### config.mk
export PLATFORM = sky130hd
export DESIGN_NAME = spi_slave_multimode_flat
export DESIGN_NICKNAME = d
export VERILOG_FILES = /design/src/rtl/spi_slave_multimode_if.sv /design/src/rtl/spi_slave_multimode.sv /design/src/flat_wrapper.sv
export SDC_FILE = /design/constraint.sdc
export NUM_CORES = 1
export LEC_CHECK = 0
export CAP_MARGIN = 20
export CORE_MARGIN = 4
export CORE_UTILIZATION = 61
export CTS_CLUSTER_SIZE = 40
export DETAILED_ROUTE_END_ITERATION = 6
export DONT_BUFFER_PORTS = 1
export PLACE_DENSITY = 0.77
export SLEW_MARGIN = 15
export SYNTH_ARGS = -nofsm -noshare
export SYNTH_HDL_FRONTEND = slang
export SYNTH_SLANG_ARGS = --single-unit
### constraint.sdc
create_clock -name clk -period 2.17 [get_ports clk]
set_input_delay 0.5425 -clock clk [delete_from_list [all_inputs] [get_ports clk]]
set_output_delay 0.5425 -clock clk [all_outputs]
set_load 0.005 [all_outputs]
### src/rtl/spi_slave_multimode_if.sv
// Bus bundle for spi_slave_multimode: external SPI pins plus the tx/rx word
// handshakes toward the datapath.
interface spi_slave_multimode_if #(
    parameter int DATA_W = 8
);
    logic              i_sclk;
    logic              i_ss;
    logic              i_mosi;
    logic              o_miso;
    logic              o_miso_oe;
    logic [DATA_W-1:0] i_tx_data;
    logic              i_tx_valid;
    logic              o_tx_ready;
    logic [DATA_W-1:0] o_rx_data;
    logic              o_rx_valid;
    logic              o_tx_underrun;
    logic              o_busy;

    modport slave (
        input  i_sclk, i_ss, i_mosi, i_tx_data, i_tx_valid,
        output o_miso, o_miso_oe, o_tx_ready, o_rx_data, o_rx_valid, o_tx_underrun, o_busy
    );

    modport master (
        output i_sclk, i_ss, i_mosi, i_tx_data, i_tx_valid,
        input  o_miso, o_miso_oe, o_tx_ready, o_rx_data, o_rx_valid, o_tx_underrun, o_busy
    );
endinterface

### src/rtl/spi_slave_multimode.sv
// Oversampled SPI target: all four CPOL/CPHA modes, configurable width and bit
// order, one-entry tx holding register and back-to-back words per frame.
module spi_slave_multimode #(
    parameter int DATA_W      = 8,
    parameter int CPOL        = 0,
    parameter int CPHA        = 0,
    parameter int MSB_FIRST   = 1,
    parameter int SYNC_STAGES = 2
) (
    input logic                  clk,
    input logic                  i_rst,
    spi_slave_multimode_if.slave bus
);
    localparam int   CW          = $clog2(DATA_W);
    localparam logic IDLE_SCLK   = (CPOL != 0);
    localparam bit   SAMPLE_RISE = (CPOL == CPHA);
    localparam bit   MSB         = (MSB_FIRST != 0);

    logic [SYNC_STAGES-1:0] sclk_pipe, ss_pipe, mosi_pipe, fill_pipe;
    logic                   sclk_s, ss_s, mosi_s, fill_done;

    logic              sclk_d_reg, ss_d_reg, armed_reg, in_frame_reg;
    logic [CW-1:0]     bit_cnt_reg;
    logic [DATA_W-1:0] rx_shift_reg, rx_data_reg, tx_shift_reg, hold_data_reg;
    logic              hold_full_reg, rx_valid_reg, underrun_reg, pend_underrun_reg;
    logic              miso_reg, oe_reg;

    logic              ss_fall, frame, frame_next, sclk_rise, sclk_fall;
    logic              sample_edge, shift_edge, word_done, load, accept;
    logic [DATA_W-1:0] load_word, rx_next, tx_shifted, ld_shifted;
    logic              tx_head, ld_head;

    // fill_pipe tracks when the synchroniser holds real samples after reset
    always_ff @(posedge clk) begin
        if (i_rst) begin
            sclk_pipe <= {SYNC_STAGES{IDLE_SCLK}};
            ss_pipe   <= '1;
            mosi_pipe <= '0;
            fill_pipe <= '0;
        end else begin
            sclk_pipe <= {sclk_pipe[SYNC_STAGES-2:0], bus.i_sclk};
            ss_pipe   <= {ss_pipe[SYNC_STAGES-2:0], bus.i_ss};
            mosi_pipe <= {mosi_pipe[SYNC_STAGES-2:0], bus.i_mosi};
            fill_pipe <= {fill_pipe[SYNC_STAGES-2:0], 1'b1};
        end
    end

    assign sclk_s    = sclk_pipe[SYNC_STAGES-1];
    assign ss_s      = ss_pipe[SYNC_STAGES-1];
    assign mosi_s    = mosi_pipe[SYNC_STAGES-1];
    assign fill_done = fill_pipe[SYNC_STAGES-1];

    assign ss_fall     = armed_reg & ss_d_reg & ~ss_s;
    assign frame       = in_frame_reg & ~ss_s;
    assign frame_next  = ~ss_s & (in_frame_reg | ss_fall);
    assign sclk_rise   = sclk_s & ~sclk_d_reg;
    assign sclk_fall   = ~sclk_s & sclk_d_reg;
    assign sample_edge = frame & (SAMPLE_RISE ? sclk_rise : sclk_fall);
    assign shift_edge  = frame & (SAMPLE_RISE ? sclk_fall : sclk_rise);
    assign word_done   = sample_edge & (bit_cnt_reg == CW'(DATA_W - 1));
    assign load        = ss_fall | word_done;
    assign accept      = bus.i_tx_valid & ~hold_full_reg;
    assign load_word   = hold_full_reg ? hold_data_reg : '0;

    assign rx_next    = MSB ? {rx_shift_reg[DATA_W-2:0], mosi_s} : {mosi_s, rx_shift_reg[DATA_W-1:1]};
    assign tx_head    = MSB ? tx_shift_reg[DATA_W-1] : tx_shift_reg[0];
    assign tx_shifted = MSB ? {tx_shift_reg[DATA_W-2:0], 1'b0} : {1'b0, tx_shift_reg[DATA_W-1:1]};
    assign ld_head    = MSB ? load_word[DATA_W-1] : load_word[0];
    assign ld_shifted = MSB ? {load_word[DATA_W-2:0], 1'b0} : {1'b0, load_word[DATA_W-1:1]};

    always_ff @(posedge clk) begin
        if (i_rst) begin
            sclk_d_reg        <= IDLE_SCLK;
            ss_d_reg          <= 1'b1;
            armed_reg         <= 1'b0;
            in_frame_reg      <= 1'b0;
            bit_cnt_reg       <= '0;
            rx_shift_reg      <= '0;
            rx_data_reg       <= '0;
            tx_shift_reg      <= '0;
            hold_data_reg     <= '0;
            hold_full_reg     <= 1'b0;
            rx_valid_reg      <= 1'b0;
            underrun_reg      <= 1'b0;
            pend_underrun_reg <= 1'b0;
            miso_reg          <= 1'b0;
            oe_reg            <= 1'b0;
        end else begin
            sclk_d_reg   <= sclk_s;
            ss_d_reg     <= ss_s;
            armed_reg    <= armed_reg | (fill_done & ss_s);
            in_frame_reg <= frame_next;
            oe_reg       <= frame_next;
            rx_valid_reg <= 1'b0;
            underrun_reg <= 1'b0;

            // A word accepted in the same clk as a load waits for the next word
            if (accept) begin
                hold_full_reg <= 1'b1;
                hold_data_reg <= bus.i_tx_data;
            end else if (load) begin
                hold_full_reg <= 1'b0;
            end

            if (ss_s) begin
                bit_cnt_reg       <= '0;
                rx_shift_reg      <= '0;
                tx_shift_reg      <= '0;
                pend_underrun_reg <= 1'b0;
                miso_reg          <= 1'b0;
            end else if (ss_fall) begin
                bit_cnt_reg       <= '0;
                underrun_reg      <= ~hold_full_reg;
                pend_underrun_reg <= 1'b0;
                if (CPHA == 0) begin
                    miso_reg     <= ld_head;
                    tx_shift_reg <= ld_shifted;
                end else begin
                    tx_shift_reg <= load_word;
                end
            end else begin
                if (sample_edge) begin
                    rx_shift_reg <= rx_next;
                    // An empty back-to-back load only counts once its word is clocked
                    if (bit_cnt_reg == '0 && pend_underrun_reg) begin
                        underrun_reg      <= 1'b1;
                        pend_underrun_reg <= 1'b0;
                    end
                    if (word_done) begin
                        bit_cnt_reg       <= '0;
                        rx_data_reg       <= rx_next;
                        rx_valid_reg      <= 1'b1;
                        tx_shift_reg      <= load_word;
                        pend_underrun_reg <= ~hold_full_reg;
                    end else begin
                        bit_cnt_reg <= bit_cnt_reg + 1'b1;
                    end
                end
                if (shift_edge) begin
                    miso_reg     <= tx_head;
                    tx_shift_reg <= tx_shifted;
                end
            end
        end
    end

    assign bus.o_miso        = miso_reg;
    assign bus.o_miso_oe     = oe_reg;
    assign bus.o_busy        = oe_reg;
    assign bus.o_tx_ready    = ~hold_full_reg;
    assign bus.o_rx_data     = rx_data_reg;
    assign bus.o_rx_valid    = rx_valid_reg;
    assign bus.o_tx_underrun = underrun_reg;
endmodule

### src/flat_wrapper.sv
// flat-port wrapper written by rule: the top's interface ports become plain ports
module spi_slave_multimode_flat 
#(
    parameter int DATA_W      = 8,
    parameter int CPOL        = 0,
    parameter int CPHA        = 0,
    parameter int MSB_FIRST   = 1,
    parameter int SYNC_STAGES = 2
)
  (clk, i_rst, bus_i_sclk, bus_i_ss, bus_i_mosi, bus_i_tx_data, bus_i_tx_valid, bus_o_miso, bus_o_miso_oe, bus_o_tx_ready, bus_o_rx_data, bus_o_rx_valid, bus_o_tx_underrun, bus_o_busy);
  spi_slave_multimode_if #(.DATA_W(DATA_W)) bus_i ();
  input logic clk;
  input logic i_rst;
  input wire logic [$bits(bus_i.i_sclk)-1:0] bus_i_sclk;
  input wire logic [$bits(bus_i.i_ss)-1:0] bus_i_ss;
  input wire logic [$bits(bus_i.i_mosi)-1:0] bus_i_mosi;
  input wire logic [$bits(bus_i.i_tx_data)-1:0] bus_i_tx_data;
  input wire logic [$bits(bus_i.i_tx_valid)-1:0] bus_i_tx_valid;
  output wire logic [$bits(bus_i.o_miso)-1:0] bus_o_miso;
  output wire logic [$bits(bus_i.o_miso_oe)-1:0] bus_o_miso_oe;
  output wire logic [$bits(bus_i.o_tx_ready)-1:0] bus_o_tx_ready;
  output wire logic [$bits(bus_i.o_rx_data)-1:0] bus_o_rx_data;
  output wire logic [$bits(bus_i.o_rx_valid)-1:0] bus_o_rx_valid;
  output wire logic [$bits(bus_i.o_tx_underrun)-1:0] bus_o_tx_underrun;
  output wire logic [$bits(bus_i.o_busy)-1:0] bus_o_busy;
  assign bus_i.i_sclk = bus_i_sclk;
  assign bus_i.i_ss = bus_i_ss;
  assign bus_i.i_mosi = bus_i_mosi;
  assign bus_i.i_tx_data = bus_i_tx_data;
  assign bus_i.i_tx_valid = bus_i_tx_valid;
  assign bus_o_miso = bus_i.o_miso;
  assign bus_o_miso_oe = bus_i.o_miso_oe;
  assign bus_o_tx_ready = bus_i.o_tx_ready;
  assign bus_o_rx_data = bus_i.o_rx_data;
  assign bus_o_rx_valid = bus_i.o_rx_valid;
  assign bus_o_tx_underrun = bus_i.o_tx_underrun;
  assign bus_o_busy = bus_i.o_busy;
  spi_slave_multimode #(.DATA_W(DATA_W), .CPOL(CPOL), .CPHA(CPHA), .MSB_FIRST(MSB_FIRST), .SYNC_STAGES(SYNC_STAGES)) u_core (.clk(clk), .i_rst(i_rst), .bus(bus_i));
endmodule
==> results of run 1 <==
power groups by stage:
stage          Combinational (mW)  Sequential, mW  Clock (mW)
3_3_place_gp               0.0446           0.996           0
5_1_grt                    0.0535           0.981       0.474
4_1_cts                    0.0474           0.976       0.428
3_5_place_dp               0.0472           0.997           0
2_1_floorplan              0.0496           0.987           0
6_report                   0.0472           0.977       0.427
logic make-up (layout without fill, tap and decap cells):
| group | Yosys count | in the layout |
|---|---|---|
| flip-flops | 51 | 51 |
| multiplexers | 10 | 10 |
| adder cells (fa/ha/maj) | 3 | 3 |
| AND/OR/NAND/NOR | 97 | 97 |
| AO/OA/AOI/OAI | 47 | 47 |
| XOR/XNOR | 1 | 1 |
| buffers and inverters | 21 | 17 |
critical path, stage by stage (launching register included):
cell     delay [ns]
dfxtp_1        0.37
ha_1           0.21
ha_1           0.20
and3b_1        0.32
a211o_4        0.45
o21ai_0        0.21
a31oi_1        0.07
area by class of cell:
class | instances | area [µm²] | share of cell area
Inverter | 7 | 26.28 | 0.01263
Tap cell | 44 | 55.05 | 0.02646
Timing Repair Buffer | 2 | 15.01 | 0.007216
Sequential cell | 51 | 1021 | 0.4907
Multi-Input combinational cell | 158 | 907.1 | 0.4360
Clock inverter | 3 | 18.77 | 0.009020
Clock buffer | 5 | 37.54 | 0.01804
per-layer routing:
metal	wire [µm]	track usage	share of wire	up-vias
li1	-	-	-	773
met1	1717	0.2532	0.44	716
met2	1800	0.2991	0.47	56
met3	301	0.06463	0.078	7
met4	51	0.08549	0.013	0
met5	0	0	0	-
synth_stat cells, drive strengths merged, types with 3 or more instances:
library cell,n
a21o,7
a21oi,19
nand4,7
clkbuf,3
nand2,44
mux2i,10
nor2,18
o21ai,7
nor2b,8
ha,3
a31oi,9
dfxtp,51
buf,11
inv,7
nand3,8
worst min path at each step:
stage / from / depth (start not counted) / end / slack (ns)
2_1_floorplan: u_core.ss_pipe[0] / 1 / u_core.ss_pipe[1] / 0.39
3_3_place_gp: u_core.ss_pipe[0] / 1 / u_core.ss_pipe[1] / 0.39
3_5_place_dp: u_core.ss_pipe[0] / 1 / u_core.ss_pipe[1] / 0.40
4_1_cts: i_rst / 1 / u_core.fill_pipe[0] / 0.21
5_1_grt: i_rst / 1 / u_core.sclk_pipe[1] / 0.19
6_report: i_rst / 1 / u_core.fill_pipe[0] / 0.21
per-stage QoR:
| step | hold slack (ns) | setup slack, ns | util | power [mW] |
|---|---|---|---|---|
| floorplan | 0.3895 | 0.5506 | - | 1.037 |
| global placement | 0.3942 | 0.4156 | 0.6472 | 1.040 |
| detailed placement | 0.3951 | 0.3029 | 0.6472 | 1.044 |
| CTS | 0.2056 | 0.2910 | 0.6652 | 1.452 |
| global route | 0.1854 | 0.1922 | 0.6652 | 1.509 |
| finish | 0.2119 | 0.2336 | 0.6652 | 1.451 |
==> qor.yml, run 1 <==
place_area_um2: 2024
start_util: 0.6520
wl_um: 3870
cts_num_sinks: 51
clock.fmax_mhz: 516.4
grt_overflow_total: 0
period_share: 0.8923
clkPwrFrac: 0.294
syn_nets: 247
synthFlopType: "dfxtp_1"
final_area_um2: 2081
required_ns: 2.43
clockBufferDepth: 2
coreArea_um2: 3128
antenna_found_initial: 0
dr.pass1.iters: 4
report.final.hold_viol_count: 0
synth_compound_area_frac: 0.1466
n_antenna_cell: 0
outcome: "completed"
die_x_um: 65.82
final_common_cell: "dfxtp_1"
path_class: "register to register"
pin_count: 28
setup_tns_ns: 0
syn_area_um2: 2039
fillers: 270
vias: 1552
synth_edf_count: 0
syn_avg_cell_area_um2: 8.867
synthXorXnorAreaFrac: 0.004294
synth_top_area_cell: "dfxtp_1"
rr_startpoint: "u_core.bit_cnt_reg[0]"
rsz0062_at_grt: "false"
tightest_slew_ns: 0.5927
wl_per_cell_um: 14.33
cts.htree.levels: 2
numPlacedInstances: 262
vias_per_cell: 5.748
portBuffers: 0
cts.hold.buffers_added: 0
synthArstFlopShare: 0
muxShareOfSynthArea: 0.04908
crit_start: "u_core.bit_cnt_reg[0]"
setup_violations: 0
power_frac_seq: 0.673
drc_errors: 0
endpoint: "u_core.tx_shift_reg[7]"
clk_pin_slew_ns: 0.14
max_cap_viol_count: 0
grtUsageTotal: 0.1966
dpl.hpwl_um: 2771
cp-end-kind: "register"
grt_pass1_vias: 1443
yosys_register_bits: 51
rrSetupSlack_ns: 0.23
netlist_instances: 230
synth_top_area_frac: 0.5006
rr_worst_depth: 6
swShare: 0.2403
die-area_um2: 4332
internal_power_mw: 1.102
synth-adder-area-share: 0.01840
layout.nets: 242
finalMaxSlewViolations: 0
numCtsBuffers: 5
rows: 20
fin_cells: 270
clockRootBuffer: "clkbuf_4"
fp.dieH_um: 65.82
startpoint_type: "register"
synthDistinctLibCells: 35
ant_nets: 0
r2r-end: "u_core.tx_shift_reg[7]"
vdd_drop_max_mv: 0.4609
postCtsSetupBuffers: 0
area_delta_synth_final_pct: 2.025
cts_tree: "built"
clock_latency_ns: 0.37
gp_congestion: 0.8477
layout_common_cells: "dfxtp_1, nand2_1, a21oi_1, nor2_1, mux2i_1"
drtIter0Drc: 101
skew_ns: 0.01248
hold_class: "primary input to register"
cts_resized: 0
arrival_ns: 2.19
p_sw_mw: 0.3487
synth_top_family_by_area: "simple AND/OR/NAND/NOR gates"
ys_seq_area_frac: 0.5006
ys_warn_count: 0
slew-limit-headroom: 0.6041
pwr-share-comb: 0.033
critPathMaxFanout: 14
grt_max_degree: 29
grt_pass1_wl_um: 6548
power_density_nw_per_um2: 697.4
synth_simple_gate_area_frac: 0.2264
netlist_top_cells_area: "dfxtp_1, nand2_1, mux2i_1"
p_leak_nw: 0.7699
drive_gt1_frac: 0.07080
period_minus_slack_ns: 1.936
No activity file was read; power rests on OpenSTA's default activity.
==> inputs of run 2 (changes only) <==
--- a/config.mk
+++ b/config.mk
@@ -12,7 +12,6 @@
 export DETAILED_ROUTE_END_ITERATION = 6
 export DONT_BUFFER_PORTS = 1
 export PLACE_DENSITY = 0.77
-export SLEW_MARGIN = 15
 export SYNTH_ARGS = -nofsm -noshare
 export SYNTH_HDL_FRONTEND = slang
 export SYNTH_SLANG_ARGS = --single-unit
==> results of run 2 <==
Same layout as run 1: the final DEF is identical, and so are final timing and power.
